[src/rtl/div_unit.sv]
// Multicycle signed divider: restoring shift-subtract on magnitudes, one quotient
// bit per cycle, then a sign-fix cycle that writes quotient to lo and remainder to hi.
module div_unit #(
    parameter int WIDTH = 32,
    parameter int CNT_W = 6
) (
    input  logic             clk,
    input  logic             reset,
    input  logic [1:0]       divControl,
    input  logic [WIDTH-1:0] a,
    input  logic [WIDTH-1:0] b,
    output logic [WIDTH-1:0] hi,
    output logic [WIDTH-1:0] lo,
    output logic             div0,
    output logic             done,
    output logic             busy
);

    typedef enum logic [1:0] {
        S_IDLE = 2'b00,
        S_CALC = 2'b01,
        S_FIX  = 2'b10
    } state_t;

    localparam logic [1:0]       CMD_START = 2'b01;
    localparam logic [1:0]       CMD_ABORT = 2'b11;
    localparam logic [CNT_W-1:0] LAST_CNT  = CNT_W'(WIDTH - 1);

    // Magnitude as unsigned bits: the most negative value maps onto itself, which is
    // exactly its magnitude when read unsigned.
    function automatic logic [WIDTH-1:0] magnitude(input logic signed [WIDTH-1:0] v);
        logic signed [WIDTH-1:0] neg;
        neg = -v;
        return v[WIDTH-1] ? neg : v;
    endfunction

    function automatic logic [WIDTH-1:0] cond_negate(input logic [WIDTH-1:0] v,
                                                     input logic           neg);
        return neg ? (~v + 1'b1) : v;
    endfunction

    state_t           r_state;
    logic [CNT_W-1:0] r_cnt;
    logic [WIDTH-1:0] r_rem;
    logic [WIDTH-1:0] r_quo;
    logic [WIDTH-1:0] r_dvs;
    logic             r_sign_q;
    logic             r_sign_r;
    logic [WIDTH-1:0] r_hi;
    logic [WIDTH-1:0] r_lo;
    logic             r_div0;
    logic             r_done;
    logic             r_busy;

    logic [WIDTH:0]   w_shift;
    logic [WIDTH:0]   w_diff;
    logic             w_fit;
    logic [WIDTH-1:0] w_rem_next;
    logic [WIDTH-1:0] w_quo_next;

    // One restoring step: shift in the next dividend bit, subtract if it fits.
    assign w_shift    = {r_rem, r_quo[WIDTH-1]};
    assign w_diff     = w_shift - {1'b0, r_dvs};
    assign w_fit      = ~w_diff[WIDTH];
    assign w_rem_next = w_fit ? w_diff[WIDTH-1:0] : w_shift[WIDTH-1:0];
    assign w_quo_next = {r_quo[WIDTH-2:0], w_fit};

    always_ff @(posedge clk or negedge reset) begin
        if (!reset) begin
            r_state  <= S_IDLE;
            r_cnt    <= '0;
            r_rem    <= '0;
            r_quo    <= '0;
            r_dvs    <= '0;
            r_sign_q <= 1'b0;
            r_sign_r <= 1'b0;
            r_hi     <= '0;
            r_lo     <= '0;
            r_div0   <= 1'b0;
            r_done   <= 1'b0;
            r_busy   <= 1'b0;
        end else begin
            r_div0 <= 1'b0;
            r_done <= 1'b0;
            case (r_state)
                S_IDLE: begin
                    if (divControl == CMD_START) begin
                        if (b == '0) begin
                            r_div0 <= 1'b1;
                        end else begin
                            r_quo    <= magnitude($signed(a));
                            r_dvs    <= magnitude($signed(b));
                            r_sign_q <= a[WIDTH-1] ^ b[WIDTH-1];
                            r_sign_r <= a[WIDTH-1];
                            r_rem    <= '0;
                            r_cnt    <= '0;
                            r_busy   <= 1'b1;
                            r_state  <= S_CALC;
                        end
                    end
                end
                S_CALC: begin
                    if (divControl == CMD_ABORT) begin
                        r_busy  <= 1'b0;
                        r_state <= S_IDLE;
                    end else begin
                        r_rem <= w_rem_next;
                        r_quo <= w_quo_next;
                        r_cnt <= r_cnt + 1'b1;
                        if (r_cnt == LAST_CNT) begin
                            r_state <= S_FIX;
                        end
                    end
                end
                S_FIX: begin
                    if (divControl != CMD_ABORT) begin
                        r_lo   <= cond_negate(r_quo, r_sign_q);
                        r_hi   <= cond_negate(r_rem, r_sign_r);
                        r_done <= 1'b1;
                    end
                    r_busy  <= 1'b0;
                    r_state <= S_IDLE;
                end
                default: begin
                    r_busy  <= 1'b0;
                    r_state <= S_IDLE;
                end
            endcase
        end
    end

    assign hi   = r_hi;
    assign lo   = r_lo;
    assign div0 = r_div0;
    assign done = r_done;
    assign busy = r_busy;

endmodule

[config.mk]
export PLATFORM = sky130hd
export DESIGN_NAME = div_unit
export DESIGN_NICKNAME = d
export VERILOG_FILES = /design/src/rtl/div_unit.sv
export SDC_FILE = /design/constraint.sdc
export NUM_CORES = 1
export LEC_CHECK = 0
export ABC_AREA = 1
export CAP_MARGIN = 40
export CELL_PAD_IN_SITES_DETAIL_PLACEMENT = 1
export CELL_PAD_IN_SITES_GLOBAL_PLACEMENT = 1
export CORE_AREA = 4 4 229 208
export DETAILED_ROUTE_END_ITERATION = 10
export DIE_AREA = 0 0 233 212
export PLACE_DENSITY_LB_ADDON = 0.1
export SYNTH_ARGS = -nofsm -noshare
export SYNTH_HDL_FRONTEND = slang
export SYNTH_SLANG_ARGS = --single-unit
[constraint.sdc]
create_clock -name clk -period 3.05 [get_ports clk]
set_input_delay 0.305 -clock clk [delete_from_list [all_inputs] [get_ports clk]]
set_output_delay 0.305 -clock clk [all_outputs]
set_load 0.05 [all_outputs]
==> results <==
- The run finished with clean final reports.
- The worst register-to-register path begins at r_rem[13].
- The die area is 49400 sq um.
- The net total in the final layout is 2336.
- The number of synthesized flops with an enable pin is 0.
- The routed design could run at a clock period as short as 2.62 ns.
- The number of inserted diodes is 0.
- After detailed routing, the total wire length is 51400 microns.
- After floorplanning, the core was sized to cover 45200 sq um.
- For this design the top-level I/O count stands at 135.
- The min-delay analysis places its worst path in the category input port to async pin.
- After synthesis, the largest area contributor takes up 32.2% of total cell area.
- The clock tree from TritonCTS is yes.
- The die boundary height is 212 microns.
- The prevailing post-synth register cell is sky130_fd_sc_hd__dfrtp_1.
- The number of buffers inserted during clock tree synthesis is 17.
- The total of warnings raised by yosys is 0.
- Sequential elements use 32.2% of the synthesized area.
- From synthesis to final layout, the design area changed by 20.1%.
- The share of the cycle needed by the critical path after routing is 86.1%.
- The cell type of the slowest stage on the worst timing path is sky130_fd_sc_hd__dfrtp_1.
- In this run, the number of DRC markers left after iteration 0 of detailed routing was 764.
- The maximum operating frequency is 381 MHz.
- Grouping stages by cell kind, the critical path spends the most delay in simple AND/OR/NAND/NOR gates.
- The x dimension of the die is 233 microns.
- The via count of the first global-routing pass is 14108.
- The number of buffers and inverters on the critical path is 3.
- The leakage power is 8.24 nW.
- The DRC violation count after routing is 0.
- The via count is 13773.
- The reported max-cap violation count is 0.
- In this run the remaining antenna-violating nets after routing total 0.
- The synthesized netlist contains 47 unique library cells.
- No sink is reached through more buffers than the 2 on the longest clock path.
- Using the TritonRoute via totals, the vias-per-cell ratio works out to 4.83.
- For this run, the slowest stage of the critical path takes 0.51 ns.
- The worst setup path is captured at a register.
- The required time at the endpoint of the critical path is 3.41 ns.
- Setup repair after global routing left no endpoint under its margin.
- The final number of hold-violating endpoints is 0.
- The first-pass iteration count of the detailed router is 5.
- In the final routed layout, each cell accounts on average for 18.0 microns.
- Buffers placed on the I/O ports in this run total 134.
- The effective utilization at floorplan is 29.8%.
- The critical path in this run is classified as register to register.
- Across every metal layer, demand over resource in global routing totals 21.3%.
- By count the netlist is led by 690 x sky130_fd_sc_hd__nand2_1, 286 x sky130_fd_sc_hd__inv_1, 216 x sky130_fd_sc_hd__nand3_1.
- By area the synthesized netlist is led by sky130_fd_sc_hd__dfrtp_1 32%, sky130_fd_sc_hd__nand2_1 19%, sky130_fd_sc_hd__nand3_1 8.0%, sky130_fd_sc_hd__inv_1 8.0%, sky130_fd_sc_hd__nor2_1 5.4%.
- After synthesis, the share of flip-flops with an asynchronous set or reset is 100%.
- In this run the tightest slew margin relative to its limit is 50.6%.
- At the pin with the least slew margin, the transition time is 0.739 ns.
- The number of antenna violations at the first check in global routing is 0.
- Clock skew on the completed layout was measured at 0.0121 ns.
- After global routing the overflow that remains totals 0.
- Synthesis handed over a netlist of 2106 instances.
- The total number of placement rows is 74.
- The post-synthesis cell type with the largest combined area is sky130_fd_sc_hd__dfrtp_1.
- The dominant cell by count in the synthesized netlist is sky130_fd_sc_hd__nand2_1.
- The end of the worst register-to-register path is r_rem[29].
- The cell with the most instances on the worst path is sky130_fd_sc_hd__nand2_2.
- In this run the worst path has a maximum fanout of 29.
- The number of buffers inserted by post-CTS setup repair is 0.
- The total of flip-flops plus latches after synthesis is 173.
- The maximum vdd ir drop is 517 uV.
- Entering global routing, the biggest net connects 94 pins.
- The worst setup path is launched from a register.
- Walking the worst path, the cells encountered are ha_1 -> nand2_1 -> inv_2 -> nand2_2 -> inv_1 -> a21oi_2 -> nand2_4 -> nand2_4 -> nand2_2 -> nand2_2 -> buf_4 -> nand3_1 -> nand3_1 -> nand2_1.
- CTS placed an instance of sky130_fd_sc_hd__clkbuf_16 at the clock tree root.
- Data arrives at the worst endpoint at 2.98 ns.
- The share of cells above drive strength 1 is 5.58%.
- The mean instance size in the synthesized netlist is 6.39 sq um.
- Setup violations remaining at the end of the flow were counted as 0.
- The clock latency at the later pin of the worst-skew pair is 0.48 ns.
- The clock net in this run drives a total of 173 sinks.
- The worst reg-to-reg path cell count is 14.
- The final max-slew violation count is 0.
- The final total negative setup slack is 0 ns.
- The number of cells in the design after placement is 2818.
- The congestion estimate from routability-driven global placement came to 0.851.
- The clock tree synthesis step divided the H-tree into 4 levels.
- The worst-case register-to-register setup slack is 0.43 ns.
- Summing every instance area after synthesis gives 13500 sq um.
- The global-route wire length before repair is 81700 microns.
- The clock transition at the register clock pins on the worst setup and hold paths after CTS is 0.07 ns.
- Synthesis produced a netlist with a net count of 2212.
- The post-CTS resize count is 0.
- Dividing total power by cell area gives a power density of 940 nW/um^2.
- The non-filler instance count after layout is 2850.
- The final HPWL from detailed placement is 42500 microns.
## power breakdown
part	internal [mW]	switching [mW]
clock	1.43	0.969
sequential	2.88	0.844
combinational	2.93	6.15
## layer usage
metal	GRT usage, %	part of all wire, %	up-vias	wire length (microns)
met5	0	0	-	0
met4	4.60	1.3	0	685
met3	3.11	3.7	37	1880
met2	30.4	41	209	20900
met1	33.6	54	6594	28000
li1	-	-	6933	-
## state kept, by name, indices dropped and copies added (netlist names)
name	flops
r_quo	32
r_rem	32
r_state	2
r_dvs	32
lo	32
busy	1
r_sign_q	1
hi	32
r_cnt	6
div0	1
done	1
r_sign_r	1
## cell usage in the layout, fill, tap and decap left out, types with 18 or more instances in the layout
cell type | synthesis | layout
sky130_fd_sc_hd__inv_2 | 17 | 18
sky130_fd_sc_hd__xor2_1 | 59 | 59
sky130_fd_sc_hd__nand3_1 | 216 | 216
sky130_fd_sc_hd__nand2_1 | 690 | 690
sky130_fd_sc_hd__nand4_1 | 28 | 28
sky130_fd_sc_hd__clkdlybuf4s50_1 | 0 | 133
sky130_fd_sc_hd__a21oi_1 | 46 | 46
sky130_fd_sc_hd__o21ai_0 | 112 | 112
sky130_fd_sc_hd__o21ai_1 | 19 | 19
sky130_fd_sc_hd__nor3_1 | 26 | 26
sky130_fd_sc_hd__inv_1 | 286 | 285
sky130_fd_sc_hd__ha_1 | 37 | 37
sky130_fd_sc_hd__nor2_1 | 192 | 192
sky130_fd_sc_hd__buf_4 | 6 | 31
sky130_fd_sc_hd__dfrtp_1 | 173 | 173
## what timing repair did
| action | in CTS | in global routing |
|---|---|---|
| hold buffers | 1 | 0 |
| hold endpoints to repair | 67 | 0 |
| endpoints found under the setup margin | 0 | 0 |
## worst max-delay path by stage
stage	start	endpoint	slack, ns	cells after the start
6_report	r_rem[13]	r_rem[29]	0.43	14
5_1_grt	r_rem[24]	r_rem[29]	0.19	14
4_1_cts	r_rem[13]	r_rem[29]	0.43	14
3_5_place_dp	b[25]	r_dvs[0]	0.32	11
3_3_place_gp	b[25]	r_dvs[0]	0.25	11
2_1_floorplan	r_quo[31]	r_rem[23]	0.87	17
## kinds of logic after synthesis
| logic type | after synthesis | share of synthesized area (%) |
|---|---|---|
| DFF | 173 | 32.2 |
| adders and majority gates | 38 | 3.59 |
| AOI/OAI and AO/OA | 237 | 9.83 |
| buffers and inverters | 370 | 11.2 |
| xor gates and xnor gates | 75 | 4.88 |
| and+or+nand+nor | 1213 | 38.4 |
## per-stage QoR
| stage | total power [mW] | area (sq um) | hold slack, ns | setup slack, ns | utilization [%] |
|---|---|---|---|---|---|
| after floorplan | 9.72 | 13500 | 0.00941 | 0.867 | - |
| after global placement | 12.6 | 15500 | 0.375 | 0.249 | 34.4 |
| after detailed placement | 12.8 | 15500 | 0.383 | 0.319 | 34.4 |
| after CTS | 15.3 | 16200 | 0.411 | 0.434 | 35.8 |
| after global routing | 16.7 | 16200 | 0.462 | 0.194 | 35.8 |
| final | 15.2 | 16200 | 0.423 | 0.425 | 35.8 |
## layout make-up
cell class                 count  area [sq um]
fill                        5908         29000
clock inverter                10           163
clock buffer                  21           470
multi-input combinational   1563          7630
inverter                     305          1150
sequential                   173          4330
timing repair buffer         170          1670
tap                          608           761
Note: power is estimated with default switching activity, not from simulation.
